## src/rtl/ts_split_pkg.sv

```systemverilog
// Shared constants for the TS receive split/schedule path.
// Word layout, packet size and scheduler state encoding.
package ts_split_pkg;

    localparam int W_DATA       = 32;
    localparam int W_WORD       = 33;
    localparam int SOP_BIT      = W_DATA;
    localparam int TS_PKT_WORDS = 47;

    localparam logic [1:0] S_IDLE  = 2'd0;
    localparam logic [1:0] S_GRANT = 2'd1;
    localparam logic [1:0] S_DRAIN = 2'd2;
    localparam logic [1:0] S_GAP   = 2'd3;

endpackage

```

## src/rtl/ts_chan_rr_sched_rr_arb4.sv

```systemverilog
// Four-way rotating-priority picker: first request above ptr wins.
// Purely combinational; the caller owns the pointer register.
module rr_arb4 (
    input  logic [3:0] req,
    input  logic [1:0] ptr,
    output logic [1:0] gnt_idx,
    output logic       gnt_any
);

    logic [1:0] idx;

    // Walk from farthest to nearest so the nearest requester overwrites last.
    always_comb begin
        gnt_idx = 2'd0;
        idx     = 2'd0;
        for (int i = 4; i >= 1; i--) begin
            idx = ptr + 2'(i);
            if (req[idx]) begin
                gnt_idx = idx;
            end
        end
    end

    assign gnt_any = |req;

endmodule

```

## src/rtl/ts_chan_rr_sched.sv

```systemverilog
// Packet-level round-robin scheduler for four 33-bit receive channels.
// Grants one full TS packet per decision and checks start-of-packet alignment.
module ts_chan_rr_sched
    import ts_split_pkg::*;
#(
    parameter int PKT_WORDS  = TS_PKT_WORDS,
    parameter int GAP_CYCLES = 0
) (
    input  logic              clk,
    input  logic              reset,
    input  logic [3:0]        ch_en,
    input  logic [W_WORD-1:0] data_in1,
    input  logic [W_WORD-1:0] data_in2,
    input  logic [W_WORD-1:0] data_in3,
    input  logic [W_WORD-1:0] data_in4,
    input  logic              data_in1_valid,
    input  logic              data_in2_valid,
    input  logic              data_in3_valid,
    input  logic              data_in4_valid,
    output logic              rd_ack1,
    output logic              rd_ack2,
    output logic              rd_ack3,
    output logic              rd_ack4,
    output logic [W_WORD-1:0] data_out,
    output logic              data_out_valid,
    output logic [1:0]        cur_chan,
    output logic              sync_err,
    output logic [7:0]        err_cnt
);

    localparam logic [7:0] PKT_LAST = 8'(PKT_WORDS - 1);
    localparam logic [3:0] GAP_LAST = 4'((GAP_CYCLES > 0) ? GAP_CYCLES - 1 : 0);

    logic [1:0]        state_q, state_d;
    logic [1:0]        ptr_q, ptr_d;
    logic [1:0]        chan_q, chan_d;
    logic [7:0]        wcnt_q, wcnt_d;
    logic [3:0]        gcnt_q, gcnt_d;
    logic              rv_q, rfirst_q;
    logic [W_WORD-1:0] dout_q;
    logic              dov_q, serr_q;
    logic [7:0]        ecnt_q;

    logic [3:0]        req, ack;
    logic [1:0]        win;
    logic              win_any;
    logic [W_WORD-1:0] word;
    logic              bad;

    assign req = ch_en & {data_in4_valid, data_in3_valid,
                          data_in2_valid, data_in1_valid};

    rr_arb4 u_arb (
        .req     (req),
        .ptr     (ptr_q),
        .gnt_idx (win),
        .gnt_any (win_any)
    );

    always_comb begin
        state_d = state_q;
        ptr_d   = ptr_q;
        chan_d  = chan_q;
        wcnt_d  = wcnt_q;
        gcnt_d  = gcnt_q;
        unique case (state_q)
            S_IDLE: begin
                if (win_any) begin
                    state_d = S_GRANT;
                    chan_d  = win;
                    ptr_d   = win;
                    wcnt_d  = 8'd0;
                end
            end
            S_GRANT: begin
                wcnt_d = wcnt_q + 8'd1;
                if (wcnt_q == PKT_LAST) begin
                    state_d = S_DRAIN;
                end
            end
            S_DRAIN: begin
                gcnt_d  = 4'd0;
                state_d = (GAP_CYCLES > 0) ? S_GAP : S_IDLE;
            end
            S_GAP: begin
                gcnt_d = gcnt_q + 4'd1;
                if (gcnt_q == GAP_LAST) begin
                    state_d = S_IDLE;
                end
            end
            default: state_d = S_IDLE;
        endcase
    end

    // Decoded from registered state so reset kills the strobes at once.
    assign ack = (state_q == S_GRANT) ? (4'b0001 << chan_q) : 4'b0000;

    always_comb begin
        word = data_in1;
        unique case (chan_q)
            2'd0: word = data_in1;
            2'd1: word = data_in2;
            2'd2: word = data_in3;
            2'd3: word = data_in4;
            default: word = data_in1;
        endcase
    end

    assign bad = rfirst_q ? ~word[SOP_BIT] : word[SOP_BIT];

    always_ff @(posedge clk or negedge reset) begin
        if (!reset) begin
            state_q  <= S_IDLE;
            ptr_q    <= 2'd3;
            chan_q   <= 2'd0;
            wcnt_q   <= 8'd0;
            gcnt_q   <= 4'd0;
            rv_q     <= 1'b0;
            rfirst_q <= 1'b0;
            dout_q   <= '0;
            dov_q    <= 1'b0;
            serr_q   <= 1'b0;
            ecnt_q   <= 8'd0;
        end else begin
            state_q  <= state_d;
            ptr_q    <= ptr_d;
            chan_q   <= chan_d;
            wcnt_q   <= wcnt_d;
            gcnt_q   <= gcnt_d;
            rv_q     <= |ack;
            rfirst_q <= (state_q == S_GRANT) && (wcnt_q == 8'd0);
            dov_q    <= rv_q;
            serr_q   <= rv_q & bad;
            if (rv_q) begin
                dout_q <= word;
            end
            if (rv_q && bad && ecnt_q != 8'hFF) begin
                ecnt_q <= ecnt_q + 8'd1;
            end
        end
    end

    assign rd_ack1        = ack[0];
    assign rd_ack2        = ack[1];
    assign rd_ack3        = ack[2];
    assign rd_ack4        = ack[3];
    assign data_out       = dout_q;
    assign data_out_valid = dov_q;
    assign cur_chan       = chan_q;
    assign sync_err       = serr_q;
    assign err_cnt        = ecnt_q;

endmodule

```

## config.mk

```make
export PLATFORM = sky130hd
export DESIGN_NAME = ts_chan_rr_sched
export DESIGN_NICKNAME = d
export VERILOG_FILES = /design/src/rtl/ts_split_pkg.sv /design/src/rtl/ts_chan_rr_sched_rr_arb4.sv /design/src/rtl/ts_chan_rr_sched.sv
export SDC_FILE = /design/constraint.sdc
export NUM_CORES = 1
export LEC_CHECK = 0
export ABC_AREA = 1
export CORE_ASPECT_RATIO = 0.75
export CORE_MARGIN = 1
export CORE_UTILIZATION = 43
export CTS_BUF_LIST = sky130_fd_sc_hd__clkbuf_16
export CTS_CLUSTER_DIAMETER = 200
export CTS_CLUSTER_SIZE = 25
export DETAILED_ROUTE_END_ITERATION = 7
export HOLD_SLACK_MARGIN = 0.03
export PLACE_DENSITY = 0.95
export SYNTH_ARGS = -nofsm -noshare
export SYNTH_HDL_FRONTEND = slang
export SYNTH_HIERARCHICAL = 1
export SYNTH_SLANG_ARGS = --single-unit
```

## constraint.sdc

```tcl
create_clock -name clk -period 4.58 [get_ports clk]
set_input_delay 0.916 -clock clk [delete_from_list [all_inputs] [get_ports clk]]
set_output_delay 0.916 -clock clk [all_outputs]
set_load 0.005 [all_outputs]
```

# == After elaboration in Yosys (flattened, before gate mapping) ==
# Cells that the tools add are included.
# op_classes
n_addsub,6
n_mul,0
n_div,0
magnitude_cmp,4
eq_ne,11
shift,1
muxes,22
n_bitwise,3
reduce_logical,14
# op_table
op,n
$pmux W33 S4,1
$add A8 B1 Y8 const B,2
$pmux W8 S2,1
$mux W2,7
$lt A2 B3 Y1 const B,4
$bmux W1 S2,4
$eq A2 B2 Y1 const B,4
$eq A8 B6 Y1 const B,1
$logic_not A8 Y1,1
$mux W8,1
$ne A8 B8 Y1 const B,1
$pmux W2 S4,1
$pmux W4 S2,1
$reduce_or A4 Y1,2
$mux W1,5
$add A2 B2 Y2 const B,2
$add A4 B1 Y4 const B,1
$and A4 B4 Y4,1
$eq A2 B1 Y1 const B,2
$logic_not A2 Y1,2
$logic_not A4 Y1,1
$mux W4,1
$ne A2 B2 Y1 const B,2
$reduce_and A2 Y1,2
8 further kinds,11
# word_totals
register_bits,63
latch_bits,0
mem_bits_rw,0
rom_bits,0
output_inout_bits,49
wordCells,72
mem_count,0

# == Depth between registers and ports, before layout ==
# Gate-level depths: netlist (run 1).
# depth
word_depth,7
depth_mapped,13
ltp_nobuf,13

# == Cells and area by module ==
# Netlist (run 1), hierarchy kept.
# by_module_without_submodules
module,instances,cells_per_inst,area_each_um2
ts_chan_rr_sched,1,450,3429.5
rr_arb4,1,51,266.5

# == Worst setup path after synthesis (run 1) ==
# Ideal clock, no wire load.
# synth_path
path_type,register -> output
from,"register chan_q[0], in the netlist cur_chan[0]"
to,output port rd_ack1
t_arrival_ns,1.132
required_time_ns,3.664
setup_slack_ns,2.532
stages_incl_launch_ff,5
path_buffers,1
path_cell_list,dfrtp_1 -> nor2_2 -> clkbuf_1 -> inv_1 -> nor2_1
# synth_between
elab_chain_cells,2
# synth_lines
element,line_no,source
start: declaration,ts_chan_rr_sched.sv:36,"logic [1:0] chan_q, chan_d;"
start signal: assignment,ts_chan_rr_sched.sv:127,chan_q <= chan_d;
$shl A1 B2 Y4,ts_chan_rr_sched.sv:96,assign ack = (state_q == S_GRANT) ? (4'b0001 << chan_q) : 4'b0000;
$mux W4,ts_chan_rr_sched.sv:96,
end: declaration,ts_chan_rr_sched.sv:20,"output logic rd_ack1,"
# Every way passes these cells.

# == Worst setup path after layout (run 1) ==
# Ends and elaborated chain as after synthesis.

==> impl_metrics.csv, run 1 <==
group,metric,value,unit
power_and_ir_drop,ir_drop,0.0003178,V
die,ioPinCount,191,
power_and_ir_drop,p_leak,2.557,nW
synth,syn_area,3696,µm²
global_routing,grt_overflow,0,
die,die_w,109.1,µm
synth,yosysTopAreaCell,"dfrtp_1",
worst_setup_path,cp-end-kind,"output port",
finish,finalNonFillerCells,795,
placed_design,pre_cts_slack,1960,ps
sta,setup_tns,0,ps
die,start_util,0.4567,
synth,ys_seq_area_frac,0.4272,
global_routing,grt_max_degree,64,
placed_design,dp.final_hpwl,9.006,mm
worst_setup_path,cp_cell_sequence,"nor2_2, buf_4, inv_1, nor2_1, clkdlybuf4s50_1",
die,dieArea,8974,µm²
clock_network,cts_buffer_depth,2,
worst_setup_path,worstPathArrival,2060,ps
global_routing,grt_first_pass_wirelength,18.64,mm
route,wl_per_cell,15.62,µm
route,vias,4247,
sta,hold_viol_final,0,
finish,fin_nets,834,
clock_network,path_clk_slew,50,ps
clock_network,cts_made_buffers,9,
clock_network,insertion_delay,320,ps
clock_network,cts_tree,"yes",
route,vias_per_cell,5.342,
clock_network,post_cts_buffers,0,
worst_setup_path,path_buf_inv,3,
route,ant_nets,0,
synth,synth-seq-cells,63,
clock_network,cts_resized,0,
clock_network,cts-root-buf,"clkbuf_16",
global_routing,antenna_found_initial,0,
sta,finalCritPeriodShare,0.6500,
worst_setup_path,worstPathRequired,3660,ps
worst_setup_path,cp_slowest_cell,"clkdlybuf4s50_1",
sta,tightestPinTransition,1125,ps
finish,layout-drive-gt1-share,0.06812,
worst_setup_path,path_delay_family,"buffers and inverters",
route,drcViolationCount,0,
synth,synth_cells,501,
sta,fin_worst_skew,4.642,ps
clock_network,holdBufCountCts,0,
worst_setup_path,r2r_slack,2430,ps
clock_network,ctsHtreeMaxLevel,3,
synth,synth.net_count,649,
synth,ys_top_cells_by_area,"dfrtp_1 (41%), nand2_1 (17%), a41oi_1 (6.4%), nor2_1 (4.6%), a21oi_1 (4.5%)",
sta,fmax,335.9,MHz
sta,setup_viol,0,
worst_setup_path,path_class,"reg -> out",
placed_design,place_congestion,0.8403,
worst_setup_path,slowest_delay,520,ps
placed_design,placedCellCount,780,
sta,fin_ws,1603,ps
flow_run,max_cap_viol_count,0,
status,status,"finished, final reports clean",
route,drtIter0Drc,207,
synth,ys_types,34,
route,dr.pass1.iters,5,
global_routing,track_usage,0.2738,
die,chipHeight,82.29,µm
global_routing,grt_pass1_vias,4086,
route,routed_wl,12.41,mm
die,fp-row-count,28,
finish,antenna_cells,0,
synth,yosysWarningCount,6,
placed_design,numPortBuffers,190,
sta,rsz0062_at_grt,"no",
die,core_area,8093,µm²
worst_hold_path,min_path_type,"reg -> reg",
sta,drv_slew,0,
worst_setup_path,worstSetupStartpointType,"flip-flop",
synth,synth_top_area_frac,0.4130,
sta,min_period,2977,ps
clock_network,cts_sinks,63,
synth,syn_avg_cell_area,7.377,µm²
power_and_ir_drop,powerDensity,572.4,nW/µm²
sta,slew_headroom,0.2490,
worst_setup_path,worstPathMaxFanout,33,
finish,area_growth,60.66,%
==> final cells by class <==
class	count	area, µm²
Clock buffer	9	225.2
Clock inverter	6	52.55
Fill cell	606	2155
Inverter	47	181.4
Multi-Input combinational cell	371	1842
Sequential cell	63	1579
Tap cell	105	131.4
Timing Repair Buffer	194	1927
==> sequential cells by signal, summed over array words and instances, names as in the netlist <==
register        cells
data_out_valid      1
rv_q                1
wcnt_q              8
err_cnt             8
data_out           33
gcnt_q              4
cur_chan            2
ptr_q               2
rfirst_q            1
state_q             2
sync_err            1
==> synthesized netlist by cell type, drive strengths merged <==
cell type  count
a21oi         35
a31o           1
a31oi          2
a41oi         27
buf           13
clkbuf         7
dfrtp         61
dfstp          2
ha             6
inv           47
nand2        180
nand3         28
nand3b         1
nand4          4
nor2          48
nor3           3
o21ai         24
o22ai          3
o31ai          2
xnor2          1
xor2           6
==> cells by family after synthesis <==
kind of cell / Yosys count / synth area share
adders and majority gates: 6 / 0.02031
buffers and inverters: 67 / 0.07515
DFF: 63 / 0.4272
xor gates and xnor gates: 7 / 0.01659
and+or+nand+nor: 264 / 0.2969
AOI/OAI and AO/OA: 94 / 0.1638
==> power breakdown <==
| part | switching [mW] | internal (mW) |
|---|---|---|
| Clock | 0.227 | 0.411 |
| Combinational | 0.909 | 0.833 |
| Sequential | 0.206 | 0.813 |
| Total | 1.34 | 2.06 |
==> metrics by stage <==
stage,hold WS (ps),power [mW],instance area (µm²),util
after floorplan,454.8,1.915,3696,-
after global placement,468.7,2.657,5660,0.6994
after detailed placement,496.2,2.748,5660,0.6994
after CTS,507.6,3.402,5938,0.7338
after global routing,527.2,3.638,5938,0.7338
final,507.2,3.399,5938,0.7338
==> placed cells by master, fill, tap and decap left out, types with 3 or more instances in the layout <==
cell / instances
inv_1: 40
a21oi_1: 33
o21ai_0: 18
nand2_1: 172
clkbuf_16: 9
o21ai_1: 3
nand2_2: 6
ha_1: 6
nor2_2: 3
clkdlybuf4s50_1: 189
nor2_1: 44
nand4_1: 3
buf_4: 4
nand3_1: 27
dfrtp_1: 61
clkinv_2: 3
a41oi_1: 27
inv_2: 5
xor2_1: 6
o21ai_2: 3
o22ai_1: 3
nor3_1: 3
==> worst register-to-register path: stages (launching register included) <==
cell and delay (ps):
dfrtp_1 460, inv_2 140, nand2_1 100, inv_1 830, nand2_1 160, nand3_1 140, a21oi_1 50, o21ai_0 180
==> routing by layer <==
metal,vias to the layer above,track usage,wire [µm]
li1,2027,-,-
met1,2012,0.3201,4934
met2,190,0.4912,6370
met3,18,0.07692,952
met4,0,0.08243,156
met5,-,0,0
==> path summary, 6_finish.rpt <==
| path | startpoint | to | cells after the start |
|---|---|---|---|
| worst min register to register | ptr_q[1] | ptr_q[1] | 2 |
| worst min-delay path | ptr_q[1] | ptr_q[1] | 2 |
| worst max register to register | cur_chan[1] | data_out[26] | 7 |
| min in group asynchronous | reset | data_out[30] | 2 |
| max in group asynchronous | reset | gcnt_q[2] | 2 |
| worst max-delay path | cur_chan[0] | rd_ack1 | 5 |
(Power assumes the default switching activity.)
==> run 2: changes to the inputs <==
CORE_UTILIZATION = 36   (was 43)
PLACE_DENSITY = 0.87   (was 0.95)
clock period = 2.7 ns   (was 4.58 ns; I/O delays follow)
==> impl_metrics.csv, run 2 (synthesis gave the netlist of run 1 again) <==
group,metric,value,unit
worst_setup_path,worstPathMaxFanout,13,
clock_network,cts-root-buf,"clkbuf_16",
worst_setup_path,worstPathArrival,1930,ps
finish,layout-drive-gt1-share,0.07215,
sta,fmax,405.7,MHz
global_routing,antenna_found_initial,0,
finish,area_growth,62.66,%
placed_design,dp.final_hpwl,9.223,mm
placed_design,place_congestion,0.8729,
clock_network,insertion_delay,320,ps
finish,num-fill-cells,826,
die,ioPinCount,191,
die,core_area,9813,µm²
clock_network,path_clk_slew,60,ps
power_and_ir_drop,p_switching,2.296,mW
finish,final_cell_mix,"clkdlybuf4s50_1 (189), nand2_1 (172), dfrtp_1 (61)",
global_routing,track_usage,0.2331,
clock_network,cts_made_buffers,9,
global_routing,grt_first_pass_wirelength,19.89,mm
global_routing,grt_pass1_vias,4196,
power_and_ir_drop,total_power,5.807,mW
route,vias,4207,
sta,tightestPinTransition,935.8,ps
clock_network,post_cts_buffers,0,
worst_hold_path,min_path_type,"in -> async",
sta,setup_viol,0,
die,fp-row-count,31,
route,drtIter0Drc,275,
finish,fin_nets,836,
power_and_ir_drop,p_leak,2.568,nW
die,die_w,119,µm
route,ant_nets,0,
clock_network,ctsHtreeMaxLevel,3,
power_and_ir_drop,swShare,0.3954,
die,chipHeight,89.75,µm
finish,final_common_cell,"clkdlybuf4s50_1",
power_and_ir_drop,internal-power,3.511,mW
route,drcViolationCount,0,
clock_network,holdBufCountCts,0,
global_routing,grt_max_degree,40,
clock_network,cts_tree,"yes",
power_and_ir_drop,ir_drop,0.0005303,V
clock_network,cts_resized,0,
flow_run,max_cap_viol_count,0,
clock_network,cts_buffer_depth,2,
power_and_ir_drop,comb_power_share,0.513,
sta,hold_viol_final,0,
finish,antenna_cells,0,
power_and_ir_drop,powerDensity,965.9,nW/µm²
worst_setup_path,path_class,"reg -> out",
die,start_util,0.3766,
route,vias_per_cell,5.099,
worst_setup_path,cp-end-kind,"output port",
power_and_ir_drop,clock_power_share,0.192,
global_routing,grt_overflow,0,
sta,setup_tns,0,ps
sta,finalCritPeriodShare,0.9130,
status,status,"finished, final reports clean",
die,dieArea,10680,µm²
sta,drv_slew,0,
placed_design,numPortBuffers,190,
route,wl_per_cell,14.83,µm
sta,min_period,2465,ps
route,routed_wl,12.24,mm
worst_setup_path,worstSetupStartpointType,"flip-flop",
sta,slew_headroom,0.3754,
route,dr.pass1.iters,5,
sta,rsz0062_at_grt,"no",
power_and_ir_drop,seqPwrFrac,0.295,
worst_setup_path,worstPathRequired,2160,ps
clock_network,cts_sinks,63,
sta,fin_worst_skew,11.05,ps
finish,largest_reg_flops,33,
==> run 2: per-layer routing <==
| metal | routed length [µm] | GRT usage | up-vias |
|---|---|---|---|
| met5 | 0 | 0 | - |
| met4 | 265 | 0.08333 | 0 |
| met3 | 774 | 0.05584 | 26 |
| li1 | - | - | 2021 |
| met1 | 4950 | 0.2739 | 1985 |
| met2 | 6245 | 0.4118 | 175 |
==> run 2: area by class of cell <==
class                   instances  area (µm²)  area share
inverters                      47       181.4     0.03018
clock inverters                 7       65.06     0.01082
flip-flops and latches         63        1579      0.2626
clock buffers                   9       225.2     0.03746
well taps                     132       165.2     0.02747
multi-input cells             371        1842      0.3063
repair buffers                196        1954      0.3251
==> run 2: worst max-delay path: stages (launching register included) <==
cell and delay (ps):
dfrtp_1 430, inv_1 110, nand2_1 280, nor2_1 230
clkdlybuf4s50_1 550
==> run 2: per-stage QoR <==
| stage | instances | hold slack [ps] | util | area [µm²] | setup WS (ps) |
|---|---|---|---|---|---|
| 2_1_floorplan | 501 | 244.4 | - | 3696 | 1028 |
| 3_3_place_gp | 809 | 471.0 | 0.5831 | 5722 | 654.5 |
| 3_5_place_dp | 809 | 488.5 | 0.5831 | 5722 | 582.5 |
| 4_1_cts | 825 | 242.5 | 0.6126 | 6012 | 233.3 |
| 5_1_grt | 825 | 281.0 | 0.6126 | 6012 | 177.6 |
| 6_report | 825 | 227.0 | 0.6126 | 6012 | 234.9 |
==> run 2: path summary, 6_finish.rpt <==
path	start	to	slack (ps)	cells after the start
worst max register to register	cur_chan[1]	data_out[23]	650	6
max in group asynchronous	reset	ptr_q[0]	1790	2
worst max-delay path	state_q[1]	rd_ack4	230	4
worst min register to register	data_out[19]	data_out[19]	500	2
min in group clk	data_out[19]	data_out[19]	500	2
worst min-delay path	reset	err_cnt[3]	230	1
==> run 2: power groups by stage <==
| stage | Clock, mW | Sequential, mW | Combinational [mW] |
|---|---|---|---|
| 2_1_floorplan | 0 | 1.67 | 1.57 |
| 6_report | 1.11 | 1.72 | 2.98 |
| 4_1_cts | 1.14 | 1.72 | 2.98 |
| 3_5_place_dp | 0 | 1.73 | 2.97 |
| 5_1_grt | 1.18 | 1.78 | 3.27 |
| 3_3_place_gp | 0 | 1.70 | 2.84 |
